`config.mk`:
```
export PLATFORM = sky130hd
export DESIGN_NAME = column_scan_controller
export DESIGN_NICKNAME = d
export VERILOG_FILES = /design/src/rtl/scan_pkg.sv /design/src/rtl/scan_prescaler.sv /design/src/rtl/column_scan_controller.sv
export SDC_FILE = /design/constraint.sdc
export NUM_CORES = 1
export LEC_CHECK = 0
export BUFFER_PORTS_ARGS = -buffer_cell sky130_fd_sc_hd__buf_4
export CORE_MARGIN = 2
export CORE_UTILIZATION = 55
export CTS_BUF_LIST = sky130_fd_sc_hd__clkbuf_8
export DETAILED_ROUTE_END_ITERATION = 7
export PLACE_DENSITY = 0.74
export SETUP_SLACK_MARGIN = 0.3
export SYNTH_ARGS = -nofsm -noshare
export SYNTH_HDL_FRONTEND = slang
export SYNTH_SLANG_ARGS = --single-unit
```
`constraint.sdc`:
```
create_clock -name CLK -period 2.2 [get_ports CLK]
set_input_delay 0.33 -clock CLK [delete_from_list [all_inputs] [get_ports CLK]]
set_output_delay 0.33 -clock CLK [all_outputs]
set_load 0.02 [all_outputs]
```
`src/rtl/scan_pkg.sv`:
```
// scan_pkg
// Shared definitions for the column scan controller: the FSM state
// encoding, the column count and select-code width, and a helper that
// turns a column index into its one-hot strobe pattern.
package scan_pkg;

    typedef enum logic [1:0] {
        IDLE  = 2'd0,
        BLANK = 2'd1,
        SHOW  = 2'd2
    } scan_state_e;

    localparam int NUM_COLS = 7;
    localparam int SEL_W    = 3;
    localparam int LAST_COL = 6;

    // One-hot column strobe for a given index. Indices past the last
    // column never occur, but they decode to all-dark for safety.
    function automatic logic [NUM_COLS-1:0] col_onehot(input logic [SEL_W-1:0] idx);
        logic [NUM_COLS-1:0] result;
        result = '0;
        for (int i = 0; i < NUM_COLS; i++) begin
            if (idx == SEL_W'(i)) begin
                result[i] = 1'b1;
            end
        end
        return result;
    endfunction

endpackage

```
`src/rtl/scan_prescaler.sv`:
```
// scan_prescaler
// Free-running column-period counter for the scan controller.
// Ports:
//   clk    in   system clock
//   rst_n  in   asynchronous active-low reset
//   clr    in   synchronous clear to zero (wins over inc)
//   inc    in   increment enable
//   count  out  current count value (DIV_W bits)
//   tc     out  terminal count flag, high while count == DIV_MAX
module scan_prescaler #(
    parameter int DIV_W   = 16,
    parameter int DIV_MAX = 49999
) (
    input  logic             clk,
    input  logic             rst_n,
    input  logic             clr,
    input  logic             inc,
    output logic [DIV_W-1:0] count,
    output logic             tc
);

    logic [DIV_W-1:0] count_q;
    logic [DIV_W-1:0] count_d;

    always_comb begin
        count_d = count_q;
        if (clr) begin
            count_d = '0;
        end else if (inc) begin
            count_d = count_q + DIV_W'(1);
        end
    end

    always_ff @(posedge clk or negedge rst_n) begin
        if (!rst_n) begin
            count_q <= '0;
        end else begin
            count_q <= count_d;
        end
    end

    assign count = count_q;
    assign tc    = (count_q == DIV_W'(DIV_MAX));

endmodule

```
`src/rtl/column_scan_controller.sv`:
```
// column_scan_controller
// Steps a 3-bit select code through columns 0..6 for the downstream
// 7-way display multiplexer, with a one-hot column strobe lit only while
// that column's data is selected, and a FRAME pulse once per full scan.
// Build option: define SCAN_BLANK_EN to insert BLANK_CYCLES dark cycles
// at the start of every column so the multiplexer output can settle.
// Ports:
//   CLK          in   system clock
//   RST_N        in   asynchronous active-low reset
//   EN           in   scan enable
//   SEL0..SEL2   out  select code, SEL0 = index bit 2, SEL2 = index bit 0
//   COL0..COL6   out  one-hot active-high column strobes
//   FRAME        out  one-cycle pulse after the index wraps 6 -> 0
module column_scan_controller
    import scan_pkg::*;
#(
    parameter int DIV_MAX      = 49999,
    parameter int DIV_W        = 16,
    parameter int BLANK_CYCLES = 4
) (
    input  logic CLK,
    input  logic RST_N,
    input  logic EN,
    output logic SEL0,
    output logic SEL1,
    output logic SEL2,
    output logic COL0,
    output logic COL1,
    output logic COL2,
    output logic COL3,
    output logic COL4,
    output logic COL5,
    output logic COL6,
    output logic FRAME
);

    // Every column period begins here; without blanking a column is lit
    // from its very first cycle.
`ifdef SCAN_BLANK_EN
    localparam scan_state_e COL_START = BLANK;
`else
    localparam scan_state_e COL_START = SHOW;
`endif

    scan_state_e         state_q, state_d;
    logic [SEL_W-1:0]    index_q, index_d;
    logic [SEL_W-1:0]    sel_q, sel_d;
    logic [NUM_COLS-1:0] col_q, col_d;
    logic                frame_q, frame_d;

    logic             pre_clr;
    logic             pre_inc;
    logic [DIV_W-1:0] pre_count;
    logic             pre_tc;
    logic             wrap;

    scan_prescaler #(
        .DIV_W   (DIV_W),
        .DIV_MAX (DIV_MAX)
    ) u_prescaler (
        .clk   (CLK),
        .rst_n (RST_N),
        .clr   (pre_clr),
        .inc   (pre_inc),
        .count (pre_count),
        .tc    (pre_tc)
    );

    // Next-state logic. Dropping EN wins over the terminal count and the
    // index wrap, so an abandoned column never produces a FRAME pulse.
    // The prescaler keeps running from BLANK into SHOW so the whole
    // column period is measured by one count.
    always_comb begin
        state_d = state_q;
        index_d = index_q;
        pre_clr = 1'b0;
        pre_inc = 1'b0;
        wrap    = 1'b0;
        case (state_q)
            IDLE: begin
                pre_clr = 1'b1;
                index_d = '0;
                if (EN) begin
                    state_d = COL_START;
                end
            end
            BLANK: begin
                if (!EN) begin
                    state_d = IDLE;
                    pre_clr = 1'b1;
                    index_d = '0;
                end else begin
                    pre_inc = 1'b1;
                    if (pre_count == DIV_W'(BLANK_CYCLES - 1)) begin
                        state_d = SHOW;
                    end
                end
            end
            SHOW: begin
                if (!EN) begin
                    state_d = IDLE;
                    pre_clr = 1'b1;
                    index_d = '0;
                end else if (pre_tc) begin
                    pre_clr = 1'b1;
                    state_d = COL_START;
                    if (index_q == SEL_W'(LAST_COL)) begin
                        index_d = '0;
                        wrap    = 1'b1;
                    end else begin
                        index_d = index_q + SEL_W'(1);
                    end
                end else begin
                    pre_inc = 1'b1;
                end
            end
            default: begin
                state_d = IDLE;
                pre_clr = 1'b1;
                index_d = '0;
            end
        endcase
    end

    // Output flops present the current state one cycle later, so SEL and
    // COL always move together on the same edge. A transition into IDLE
    // clears them on the very edge that samples EN low.
    always_comb begin
        sel_d   = '0;
        col_d   = '0;
        frame_d = wrap;
        if (state_d != IDLE) begin
            sel_d = index_q;
            if (state_q == SHOW) begin
                col_d = col_onehot(index_q);
            end
        end
    end

    always_ff @(posedge CLK or negedge RST_N) begin
        if (!RST_N) begin
            state_q <= IDLE;
            index_q <= '0;
            sel_q   <= '0;
            col_q   <= '0;
            frame_q <= 1'b0;
        end else begin
            state_q <= state_d;
            index_q <= index_d;
            sel_q   <= sel_d;
            col_q   <= col_d;
            frame_q <= frame_d;
        end
    end

    assign SEL0  = sel_q[2];
    assign SEL1  = sel_q[1];
    assign SEL2  = sel_q[0];
    assign COL0  = col_q[0];
    assign COL1  = col_q[1];
    assign COL2  = col_q[2];
    assign COL3  = col_q[3];
    assign COL4  = col_q[4];
    assign COL5  = col_q[5];
    assign COL6  = col_q[6];
    assign FRAME = frame_q;

endmodule

```
=== Word-level counts from Yosys, hierarchy flattened ===
Index checks and enable logic that the tools add are counted.

* Output and inout port bits: 11
* Bits of input ports: 3
* Register bits: 32
* Logic and storage cells: 59

* Add/subtract/negate cells: 2
* Equal/unequal tests: 12
* Mux-type cells: 34
* Reductions and logical operators: 5

{| class="wikitable"
|+ Operators by type and width
! operator !! number
|-
| 16-bit 2-to-1 mux || 2
|-
| 16-bit by 1-bit adder with 16-bit output, second input constant || 1
|-
| 16-bit equality test, second input constant || 1
|-
| 16-bit by 2-bit equality test with 1-bit output, second input constant || 1
|-
| 1-bit 2-to-1 mux || 16
|-
| 3-bit 2-to-1 mux || 5
|-
| 7-bit 2-to-1 mux || 2
|-
| 2-bit 2-to-1 mux || 5
|-
| 3-bit equality test, second input constant || 3
|-
| 3-bit by 2-bit equality test with 1-bit output, second input constant || 2
|-
| 2-bit case mux with 3 select lines || 1
|-
| 3-bit case mux with 2 select lines || 1
|-
| 1-bit case mux with 2 select lines || 2
|-
| 2-bit nonzero test || 2
|-
| 3-bit by 1-bit adder with 3-bit output, second input constant || 1
|-
| 3-bit by 1-bit equality test with 1-bit output, second input constant || 1
|-
| 3-bit zero test || 1
|-
| 3-bit != test, second input constant || 1
|-
| 2-bit by 1-bit equality test with 1-bit output, second input constant || 1
|-
| 2-bit equality test, second input constant || 1
|-
| 2-bit zero test || 1
|-
| 2-bit != test, second input constant || 1
|-
| 2-bit AND reduction || 1
|}

=== Longest topological paths before layout ===
Gate-level depths: netlist (run 1).

* Word-level depth: 6
* Gate-level depth with buffers: 8
* Depth with buffers taken out: 7

=== Cells and area by module ===
From an unflattened synthesis (run 1), not the netlist that was laid out.

* Cell total of the unflattened synthesis: 177
* Area, all modules: 1742.9 µm²

{| class="wikitable"
|+ By module, submodules not included
! module !! seq. area each (µm²) !! instances !! area each (µm²) !! cells each
|-
| scan_prescaler || 400.4 || 1 || 889.6 || 87
|-
| column_scan_controller || 400.4 || 1 || 853.3 || 90
|}

=== Worst setup path after synthesis (run 1) ===
No wires, ideal clock.

* Path type: reg-to-reg
* Start: register state_q[0]
* End: register col_q[2]
* Setup time: 0.143 ns
* Path buffers: 0
* Setup slack: 0.212 ns
* Data required time: 2.057 ns
* Clock period less this slack: 1.988 ns
* Cell stages (with the launch flop): 8
* Data arrival time: 1.845 ns
* Cells stage by stage: dfrtp_1 > inv_1 > ha_1 > a21oi_1 > a2bb2oi_1 > o221ai_4 > a311oi_4 > nor3_1

* Word-level cells in the longest chain between the ends: 5
* Elaborated cells between the ends (all ways): 12
* Those cells by class: 2 x eq/ne; 8 x mux; 2 x reduce/logical

{| class="wikitable"
|+ RTL lines
! item !! line !! RTL
|-
| from (decl) || column_scan_controller.sv:45 || <nowiki>scan_state_e state_q, state_d;</nowiki>
|-
| from (signal assigned) || column_scan_controller.sv:148 || <nowiki>state_q <= state_d;</nowiki>
|-
| 2-bit 2-to-1 mux (on tied branches) || column_scan_controller.sv:104, column_scan_controller.sv:94 ||
|-
| 2-bit 2-to-1 mux (on tied branches) || column_scan_controller.sv:100, column_scan_controller.sv:88 ||
|-
| 2-bit case mux with 3 select lines || column_scan_controller.sv:79 || <nowiki>case (state_q)</nowiki>
|-
| 2-bit nonzero test || column_scan_controller.sv:132 || <nowiki>if (state_d != IDLE) begin</nowiki>
|-
| 7-bit 2-to-1 mux * || column_scan_controller.sv:132 ||
|-
| via col_d[2] || column_scan_controller.sv:48 || <nowiki>logic [NUM_COLS-1:0] col_q, col_d;</nowiki>
|-
| to (signal assigned) || column_scan_controller.sv:151 || <nowiki>col_q <= col_d;</nowiki>
|-
| to (decl) || column_scan_controller.sv:48 ||
|}

The timed path passes the listed nets; every way through them passes the cells marked *.
A chain may end at the register's enable or synchronous reset.

=== Worst setup path in the final report (run 1) ===
* Start: register u_prescaler.count_q[0], in the netlist u_prescaler.count[0]
* End: register sel_q[2]

* Word-level cells in the longest chain between the ends: 6
* Elaborated cells between the ends (all ways): 9
* Those cells by class: 2 x eq/ne; 6 x mux; 1 x reduce/logical

{| class="wikitable"
|+ RTL lines
! item !! line !! RTL
|-
| from (decl) || scan_prescaler.sv:22 || <nowiki>logic [DIV_W-1:0] count_q;</nowiki>
|-
| from (signal assigned) || scan_prescaler.sv:38 || <nowiki>count_q <= count_d;</nowiki>
|-
| 16-bit equality test / 16-bit by 2-bit equality test with 1-bit output (equally long branches) || scan_prescaler.sv:43, column_scan_controller.sv:94 ||
|-
| 2-bit 2-to-1 mux (on tied branches) || column_scan_controller.sv:104, column_scan_controller.sv:94 ||
|-
| 2-bit 2-to-1 mux (on tied branches) || column_scan_controller.sv:100, column_scan_controller.sv:88 ||
|-
| 2-bit case mux with 3 select lines * || column_scan_controller.sv:79 ||
|-
| 2-bit nonzero test * || column_scan_controller.sv:132 ||
|-
| 3-bit 2-to-1 mux * || column_scan_controller.sv:132 ||
|-
| via sel_d[2] || column_scan_controller.sv:47 || <nowiki>logic [SEL_W-1:0] sel_q, sel_d;</nowiki>
|-
| to (signal assigned) || column_scan_controller.sv:150 || <nowiki>sel_q <= sel_d;</nowiki>
|-
| to (decl) || column_scan_controller.sv:47 ||
|}

Marked as above.

==> implementation parameters, run 1 <==
Parameter                              Value

Outcome
  Outcome ... complete, no violations

Yosys
  Synthesized cell area ... 1780 um^2
  Leading register cell type out of synthesis ... dfrtp_1
  Number of instances in the synthesized netlist ... 174
  Distinct cell type count of the synthesized netlist ... 45
  Warning count from the yosys run ... 0
  Area fraction of the dominant cell type after synthesis ... 45.0%
  Number of flops mapped to enable cells by yosys ... 0
  FFs w/ async S/R, synth ... 100%
  Part of the Yosys area used for sequential elements ... a little under half
  Number of synthesized register bits ... 32
  Net count of the mapped netlist ... 183
  Leading cell types by total area after synthesis ... dfrtp_1, ha_1, nand2_1
  Cell type contributing the most total cell area after synthesis ... dfrtp_1
  Avg Inst Size Synth ... between 10 and 15 um^2

STA
  Worst clock skew on the final layout ... about 0.0029 ns
  Highest achievable clock rate ... 0.499 GHz
  Clock period minus final worst setup slack ... 2.00 ns
  Setup repair after global routing missed its margin ... yes
  Final setup viols ... 0
  Slew Limit Headroom ... 72.1%
  Setup TNS after final layout ... 0 ns
  Total count of hold-check failures in the final report ... 0
  Pin slew with the least headroom to its limit ... 0.416 ns
  Final period util ... approximately nine tenths
  Fin. max-slew vios ... 0
  Min Hold Slack ... 0.526 ns

Power and ir drop
  Maximum ir drop on the vdd rail ... roughly 0.46 mV
  Switching part of the total power ... 36.6%
  Sequential share of power ... 33.5%
  Internal power component ... 0.00136 W
  Pwr/cell area ... 867 nW/um^2
  Clock power share ... 20.9%
  Psw ... 0.000784 W
  Total power ... around 0.0021 W
  Reported leakage power ... 0.994 nW
  Share of total power in combinational logic ... 45.6%

Finish
  Layout cell share with drive strength beyond 1 ... about 43%
  Area growth, synth to finish ... 38.8%
  Post-route design area ... 2470 um^2
  Fill cell total of the finished layout ... 184
  Post-route non-filler standard cell count ... 263
  Final antenna diode count ... 0
  Net count reported at finish ... roughly 230

Placed design
  Final HPWL from detailed placement ... 2480 um
  RD Place Congestion ... between 0.7 and 0.8
  Cell area after placement ... 1940 um^2
  Buffers added on ports ... 13
  Cell total after placement ... about 230

Clock network
  Inserted Clock Buffers ... 5
  Max H-tree Level ... 2
  Clock tree from TritonCTS ... done
  Root buf cell ... clkbuf_8
  Clock input transition at the sequential cells of the worst setup and hold paths ... 0.06 ns
  TritonCTS Sinks ... 32
  Worst-Skew Late Latency ... roughly 0.28 ns
  Buffer levels on the longest clock path ... 2

Setup path
  Worst Path Class, Setup ... reg2reg
  Capture instance of the worst register-to-register path ... sel_q[2]
  Crit Path Max Fanout ... 4
  Worst EP required ... ~2.4 ns
  R2r worst-path depth ... 7
  Critical Path Start Type ... flop
  R2R Path Start ... u_prescaler.count[0]
  Worst-case register-to-register setup slack ... 0.20 ns
  Kind of capture point of the worst setup path ... flop
  Arr. time, crit path ... 2.16 ns

Detailed routing
  Post-Route WL ... 4700 um
  Pre-antenna DRT Iters ... 4
  DR vias ... 1573
  Average wire length per cell after detail routing ... between 15 and 20 um
  Remaining antenna violation count ... 0
  Remaining DRCs ... 0
  Avg Vias per Cell ... between 5 and 6
  Iteration-0 DRC Markers ... 56

Global route
  Overall Global Routing Usage ... 23.8%
  Vias in the first global route ... 1450
  Total global routing overflow ... 0
  Maximum number of pins on one net before global-route repair ... 33
  Wire length of the first global-routing pass ... about 6400 um
  Number of antenna violations at the first check in global routing ... 0

Die
  Die Span X ... 60.9 um
  Die Ht ... between 60 and 70 um
  Boundary pin count ... 14
  Placeable core area ... 3050 um^2
  Core Rows ... 20
  Initial Util ... between 50% and 60%
  Die area ... 3710 um^2

Worst hold path
  Worst hold-check path type ... in2async

Job
  Maxcap violations ... 0
-- cells in the mapped netlist (all sizes together), types with 3 or more instances --
master	instances
or3	4
or4	4
nor4b	3
nor3	9
nor2	13
xor2	5
dfrtp	32
buf	6
o21ai	6
o31ai	5
a21oi	13
nand2b	3
nand4	3
and2	3
nor4	4
nand3	9
nand2	18
ha	6
inv	5
-- worst max-delay path by stage --
stage                     slack, ns                 start  cells past startpoint                   end
after floorplan                0.29  u_prescaler.count[0]                      6              col_q[2]
after global placement         0.18  u_prescaler.count[0]                      6              col_q[2]
after detailed placement       0.11  u_prescaler.count[0]                      6              col_q[2]
after CTS                      0.28  u_prescaler.count[0]                      7              col_q[2]
after global routing           0.09  u_prescaler.count[0]                      8  u_prescaler.count[4]
final                          0.20  u_prescaler.count[0]                      7              sel_q[2]
-- registers in the layout, summed over array words and instances, names as in the netlist --
name               count
FRAME                  1
sel_q                  3
state_q                2
u_prescaler.count     16
col_q                  7
index_q                3
-- worst max-delay path: stages, from the launching register on --
cell and delay, ns:
dfrtp_1 0.36, ha_2 0.19, nor4b_4 0.36, and4_1 0.34, o32ai_4 0.11, a311oi_4 0.26
buf_4 0.19, nor3_1 0.05
-- cell usage in the layout (no fill, tap or decap), types with 2 or more instances in the layout --
master,n
a2111oi_4,2
a21oi_1,8
a21oi_2,4
and2_1,2
and3_1,2
and4_1,2
buf_4,35
buf_6,6
clkbuf_8,6
dfrtp_1,27
dfrtp_2,5
ha_1,3
ha_4,2
inv_1,5
nand2_1,15
nand2_4,2
nand2b_1,2
nand3_1,9
nand4_1,2
nor2_1,8
nor2_2,2
nor2_4,3
nor2b_1,2
nor3_1,9
nor3b_1,2
nor4_2,3
nor4b_4,2
o21ai_0,4
o31ai_1,5
or3_1,4
or4_1,2
or4_4,2
xnor2_1,2
xor2_1,3
xor2_2,2
-- metrics by stage --
stage	setup WS, ns	utilization [%]
global placement	0.184	63.6
detailed placement	0.109	63.6
CTS	0.284	71.9
floorplan	0.294	-
global route	0.0929	80.9
finish	0.198	80.9
-- area by class of cell --
cell class                      count  area [um^2]  area share, %
Multi-Input combinational cell    130         1120           45.4
Tap cell                           44         55.1           2.23
Clock buffer                        6         82.6           3.34
Clock inverter                      2         7.51          0.304
Inverter                            5         21.3          0.861
Timing Repair Buffer               44          375           15.2
Sequential cell                    32          807           32.7
-- layer usage --
metal | track usage, % | wire (um) | vias up | share of wire (%)
met2 | 44.1 | 2460 | 50 | 52
li1 | - | - | 720 | -
met1 | 25.0 | 1830 | 783 | 39
met5 | 0 | 0 | - | 0
met3 | 6.82 | 212 | 20 | 4.5
met4 | 9.94 | 193 | 0 | 4.1
-- power groups by stage --
stage / clock, W / sequential, W / combinational [W]
5_1_grt: 0.000480 / 0.000727 / 0.00104
2_1_floorplan: 0 / 0.000719 / 0.000424
3_5_place_dp: 0 / 0.000717 / 0.000556
3_3_place_gp: 0 / 0.000715 / 0.000537
6_report: 0.000448 / 0.000717 / 0.000977
4_1_cts: 0.000454 / 0.000710 / 0.000702
-- logic make-up after synthesis --
| logic type | share of synthesized area (%) |
|---|---|
| DFF | 45.0 |
| and+or+nand+nor | 27.3 |
| buffers and inverters | 3.45 |
| adders and majority gates | 4.22 |
| xor gates and xnor gates | 3.45 |
| AOI/OAI and AO/OA | 16.6 |
-- what timing repair did --
item / CTS / global route
resized for setup: 17 / 40
setup endpoints to repair: 29 / 29
pin swaps: 10 / 11
setup buffers: 10 / 15
gates cloned: 0 / 1
hold endpoints to repair: 32 / 0
hold buffers: 1 / 0
Power figures use the tool's default switching activity.
==> run 2, diff against run 1 <==
--- a/config.mk
+++ b/config.mk
@@ -11,7 +11,7 @@
 export CTS_BUF_LIST = sky130_fd_sc_hd__clkbuf_8
 export DETAILED_ROUTE_END_ITERATION = 7
 export PLACE_DENSITY = 0.74
-export SETUP_SLACK_MARGIN = 0.3
+export REMOVE_ABC_BUFFERS = 1
 export SYNTH_ARGS = -nofsm -noshare
 export SYNTH_HDL_FRONTEND = slang
 export SYNTH_SLANG_ARGS = --single-unit
==> run 2 against run 1 <==
Hold slack got worse by 0.014 ns. Routed wire length fell by 23%. Sequential share of layout area is 5.8 points higher. Flip-flop and latch count stayed put. Critical path depth unchanged. Clock power rose by 23%. Via count down 10%. First-iteration DRC count is 45% lower. Maximum frequency is 3.8% lower. Sequential power shrank 2%. Setup slack lost 0.078 ns. Critical path type unchanged. Critical endpoint is now col_q[4]. Highest routed layer unchanged.
==> implementation parameters, run 2 (synthesized netlist as in run 1, its figures left out) <==
Parameter                              Value

Outcome
  Outcome ... complete, no violations

Power and ir drop
  Pwr/cell area ... roughly 870 nW/um^2
  Maximum ir drop on the vdd rail ... 0.427 mV
  Reported leakage power ... 0.860 nW

Setup path
  Worst Path Class, Setup ... reg2reg
  Kind of capture point of the worst setup path ... flop
  Critical Path Start Type ... flop
  Cells along the critical path ... ha_1 > nor4b_4 > nand4_4 > o221ai_4 > a311oi_4 > buf_4 > nor4b_1
  Worst EP required ... between 2 and 2.5 ns
  R2r worst-path depth ... 7
  Crit path max-delay cell type ... dfrtp_1
  Largest stage delay, worst path ... 0.41 ns
  Arr. time, crit path ... roughly 2.2 ns
  Crit Path Max Fanout ... 10

Finish
  Net count reported at finish ... roughly 210
  Final antenna diode count ... 0
  Post-route design area ... between 2000 and 2500 um^2
  Most common cell after layout, fill and taps aside ... dfrtp_1
  Flip-flop count of the largest register after layout ... 16
  Area growth, synth to finish ... 17.0%
  Commonest non-fill, non-tap cells in the layout ... dfrtp_1, buf_4, nand2_1, nor2_1, a21oi_1
  Layout cell share with drive strength beyond 1 ... 19.7%
  Fill cell total of the finished layout ... 240

STA
  Fin. max-slew vios ... 0
  Setup TNS after final layout ... 0 ns
  Clock period minus final worst setup slack ... 2.08 ns
  Setup repair after global routing missed its margin ... no
  Highest achievable clock rate ... 0.481 GHz
  Final setup viols ... 0
  Total count of hold-check failures in the final report ... 0
  Slew Limit Headroom ... ~70%
  Worst clock skew on the final layout ... 0.00187 ns
  Pin slew with the least headroom to its limit ... 0.448 ns
  Final period util ... 94.6%

Global route
  Total global routing overflow ... 0
  Wire length of the first global-routing pass ... 6070 um
  Overall Global Routing Usage ... 22.8%
  Vias in the first global route ... approximately 1300
  Maximum number of pins on one net before global-route repair ... 33
  Number of antenna violations at the first check in global routing ... 0

Die
  Initial Util ... roughly 58%
  Boundary pin count ... 14
  Die Span X ... between 60 and 70 um
  Die Ht ... 60.9 um
  Core Rows ... 20
  Placeable core area ... 3050 um^2
  Die area ... approximately 3700 um^2

Placed design
  Buffers added on ports ... 13
  Final HPWL from detailed placement ... 2470 um
  Cell area after placement ... 1930 um^2
  RD Place Congestion ... 0.802

Detailed routing
  Avg Vias per Cell ... roughly 5.8
  Average wire length per cell after detail routing ... between 10 and 15 um
  Post-Route WL ... 3610 um
  Iteration-0 DRC Markers ... 31
  Pre-antenna DRT Iters ... 6
  Remaining DRCs ... 0
  Remaining antenna violation count ... 0
  DR vias ... between 1000 and 1500

Clock network
  Clock input transition at the sequential cells of the worst setup and hold paths ... 0.07 ns
  Root buf cell ... clkbuf_8
  Inserted Clock Buffers ... 5
  Buffer levels on the longest clock path ... 2
  Clock tree from TritonCTS ... done
  TritonCTS Sinks ... 32
  Max H-tree Level ... 2
  Worst-Skew Late Latency ... 0.28 ns

Job
  Maxcap violations ... 0

Worst hold path
  Worst hold-check path type ... in2async
-- run 2: cell count changes in the layout (fill, tap and decap cells not counted), sizes merged --
cell,change
bufinv,+1
clkbuf,-1
buf,-21
clkinv,+1
inv,-1
-- run 2: timing repair --
action | in CTS | in global routing
hold buffers | 1 | 0
endpoints found under the hold margin | 32 | 0
endpoints found under the setup margin | 0 | 10
gates resized for setup | 0 | 1
setup buffers | 0 | 3
-- run 2: area by class of cell --
type	count	area [um^2]	share of cell area (%)
sequential	32	801	38.5
clock buffer	5	68.8	3.31
clock inverter	3	38.8	1.86
timing repair buffer	23	175	8.41
multi-input combinational	130	925	44.4
tap	44	55.1	2.64
inverter	5	18.8	0.901
-- run 2: worst paths after layout --
kind / slack [ns] / to / startpoint
max: 0.12 / col_q[4] / u_prescaler.count[0]
min: 0.51 / col_q[0] / RST_N
max reg2reg: 0.12 / col_q[4] / u_prescaler.count[0]
min reg2reg: 0.57 / u_prescaler.count[1] / u_prescaler.count[1]
max in group asynchronous: 1.40 / u_prescaler.count[13] / RST_N
min in group CLK: 0.55 / state_q[0] / EN
-- run 2: layer usage --
| metal | global-route usage [%] | vias to the layer above | part of all wire [%] |
|---|---|---|---|
| met5 | 0 | - | 0 |
| met3 | 7.68 | 7 | 5.5 |
| li1 | - | 681 | - |
| met2 | 36.3 | 33 | 50 |
| met4 | 10.6 | 0 | 1.6 |
| met1 | 28.0 | 692 | 43 |
-- run 2: critical path, delay by kind of cell (launching register included) --
kind | cells | cell delay, ns
simple gates | 3 | 0.86
buf+inv | 1 | 0.18
flops | 1 | 0.41
fa+ha+maj | 1 | 0.19
compound gates | 2 | 0.32
-- run 2: through the flow --
| stage | setup slack (ns) | util, % | power [W] | instances | hold WS, ns |
|---|---|---|---|---|---|
| final | 0.120 | 68.2 | 0.00181 | 242 | 0.512 |
| after global routing | 0.00642 | 68.2 | 0.00193 | 242 | 0.550 |
| after CTS | 0.0869 | 67.2 | 0.00181 | 239 | 0.522 |
| after detailed placement | 0.136 | 63.4 | 0.00126 | 230 | 0.287 |
| after global placement | 0.155 | 63.4 | 0.00124 | 230 | 0.280 |
| after floorplan | 0.189 | - | 0.00109 | 167 | 0.0344 |
-- run 2: report_power, final --
| part | switching [W] | leakage [nW] | total [W] | internal [W] |
|---|---|---|---|---|
| Combinational | 0.000331 | 0.359 | 0.000559 | 0.000228 |
| Clock | 0.000218 | 0.0593 | 0.000549 | 0.000331 |
| Sequential | 0.0000658 | 0.442 | 0.000706 | 0.000640 |
| Total | 0.000614 | 0.860 | 0.00181 | 0.00120 |
==> run 3, diff against run 2 <==
--- a/config.mk
+++ b/config.mk
@@ -6,9 +6,9 @@
 export NUM_CORES = 1
 export LEC_CHECK = 0
 export BUFFER_PORTS_ARGS = -buffer_cell sky130_fd_sc_hd__buf_4
+export CORE_ASPECT_RATIO = 0.8
 export CORE_MARGIN = 2
 export CORE_UTILIZATION = 55
-export CTS_BUF_LIST = sky130_fd_sc_hd__clkbuf_8
 export DETAILED_ROUTE_END_ITERATION = 7
 export PLACE_DENSITY = 0.74
 export REMOVE_ABC_BUFFERS = 1
==> run 3 against run 2 <==
Critical endpoint is now col_q[5]. Critical path depth did not move. Clock skew rose by 0.0024 ns. Combinational power increased by 1%. Cell area is essentially flat. Largest power group unchanged. Critical path type unchanged. Setup slack better by 0.042 ns. First-iteration DRC count grew to 3.6 times the previous value. Die area hardly changed. Maximum frequency up 2.1%. Flip-flop and latch count stayed put.
==> implementation parameters, run 3 (synthesized netlist as in run 1, its figures left out) <==
Parameter                              Value

Die
  Boundary pin count ... 14
  Core Rows ... 18
  Die Span X ... 67.6 um
  Die Ht ... 54.9 um
  Initial Util ... between 50% and 60%
  Placeable core area ... 3090 um^2
  Die area ... between 3000 and 4000 um^2

STA
  Slew Limit Headroom ... just over 70%
  Setup repair after global routing missed its margin ... no
  Final period util ... 92.6%
  Pin slew with the least headroom to its limit ... 0.418 ns
  Worst clock skew on the final layout ... 0.00424 ns
  Fin. max-slew vios ... 0
  Highest achievable clock rate ... 0.491 GHz
  Setup TNS after final layout ... 0 ns
  Clock period minus final worst setup slack ... 2.04 ns
  Total count of hold-check failures in the final report ... 0
  Final setup viols ... 0

Setup path
  Worst-case register-to-register setup slack ... 0.16 ns
  Arr. time, crit path ... 2.22 ns
  Capture instance of the worst register-to-register path ... col_q[5]
  R2r worst-path depth ... 7
  Kind of capture point of the worst setup path ... flop
  Worst Path Class, Setup ... reg2reg
  Crit Path Max Fanout ... 10
  Critical Path Start Type ... flop
  Critical path origin ... u_prescaler.count[0]
  Worst EP required ... 2.38 ns
  R2R Path Start ... u_prescaler.count[0]

Clock network
  Clock tree from TritonCTS ... done
  Buffer levels on the longest clock path ... 2
  Root buf cell ... clkbuf_8
  Clock input transition at the sequential cells of the worst setup and hold paths ... 0.07 ns
  Worst-Skew Late Latency ... 0.29 ns
  TritonCTS Sinks ... 32
  Max H-tree Level ... 2
  Inserted Clock Buffers ... 5

Job
  Maxcap violations ... 0

Detailed routing
  Remaining DRCs ... 0
  Pre-antenna DRT Iters ... 4
  DR vias ... ~1400
  Remaining antenna violation count ... 0
  Iteration-0 DRC Markers ... 112
  Average wire length per cell after detail routing ... between 15 and 20 um
  Post-Route WL ... 3730 um
  Avg Vias per Cell ... 5.96

Finish
  Layout cell share with drive strength beyond 1 ... 19.4%
  Commonest non-fill, non-tap cells in the layout ... dfrtp_1, buf_4, nand2_1, nor2_1, a21oi_1
  Final antenna diode count ... 0
  Net count reported at finish ... approximately 200
  Layout Utilization ... 67.4%
  Fill cell total of the finished layout ... 248
  Post-route non-filler standard cell count ... 236
  Area growth, synth to finish ... 16.9%
  Flip-flop count of the largest register after layout ... 16
  Most common cell after layout, fill and taps aside ... dfrtp_1

Global route
  Total global routing overflow ... 0
  Number of antenna violations at the first check in global routing ... 0
  Overall Global Routing Usage ... 22.7%
  Vias in the first global route ... 1249
  Wire length of the first global-routing pass ... 5980 um
  Maximum number of pins on one net before global-route repair ... 33

Outcome
  Outcome ... complete, no violations

Placed design
  RD Place Congestion ... 0.856
  Final HPWL from detailed placement ... 2700 um
  Cell total after placement ... 226
  Buffers added on ports ... 13

Power and ir drop
  Pwr/cell area ... 910 nW/um^2
  Reported leakage power ... 0.857 nW
  Maximum ir drop on the vdd rail ... between 0.6 and 0.7 mV

Worst hold path
  Worst hold-check path type ... in2async
[run 3: cell count changes in the layout (fill, tap and decap cells not counted), sizes merged]
cell    change
buf         -2
clkinv      -1
clkbuf      +2
inv         -1
[run 3: final cells by class]
class                           count  area (um^2)  area share (%)
Multi-Input combinational cell    130          925            44.4
Sequential cell                    32          801            38.5
Timing Repair Buffer               21          160            7.70
Clock buffer                        7         96.3            4.63
Tap cell                           40         50.0            2.41
Clock inverter                      1         30.0            1.44
Inverter                            5         18.8           0.902
[run 3: metrics by stage]
stage	setup slack [ns]	hold slack [ns]	power, W	cell area, um^2
floorplan	0.189	0.0344	0.00109	1740
global placement	0.148	0.282	0.00125	1930
detailed placement	0.0938	0.294	0.00127	1930
CTS	0.0481	0.525	0.00189	2070
global route	0.00768	0.567	0.00199	2080
finish	0.162	0.516	0.00189	2080
[run 3: worst max-delay path, cell delays in order (launching register included)]
cell      delay (ns)
dfrtp_1         0.41
ha_1            0.20
nor4b_4         0.32
nand4_4         0.24
o221ai_4        0.27
a311oi_4        0.04
buf_4           0.18
nor4_1          0.27
[run 3: report_power, final]
part           internal, W  total [W]  switching [W]
Sequential        0.000640   0.000710      0.0000695
Combinational     0.000229   0.000565       0.000336
Clock             0.000399   0.000617       0.000218
[run 3: routing by layer]
layer	share of wire (%)	GRT usage, %	wire length, um
met1	49	33.1	1820
met2	44	32.4	1640
met3	5.7	5.56	212
met4	1.6	8.16	58
met5	0	0	0
[run 3: repair_timing]
item	in CTS	in global routing
hold buffers	1	0
resized for setup	0	1
setup endpoints to repair	0	12
buffers inserted	0	1
endpoints found under the hold margin	32	0
[run 3: worst max-delay path by stage]
stage | endpoint | slack (ns)
6_report | col_q[5] | 0.16
4_1_cts | col_q[2] | 0.05
2_1_floorplan | u_prescaler.count[10] | 0.19
5_1_grt | u_prescaler.count[8] | 0.008
3_5_place_dp | col_q[1] | 0.09
3_3_place_gp | col_q[2] | 0.15
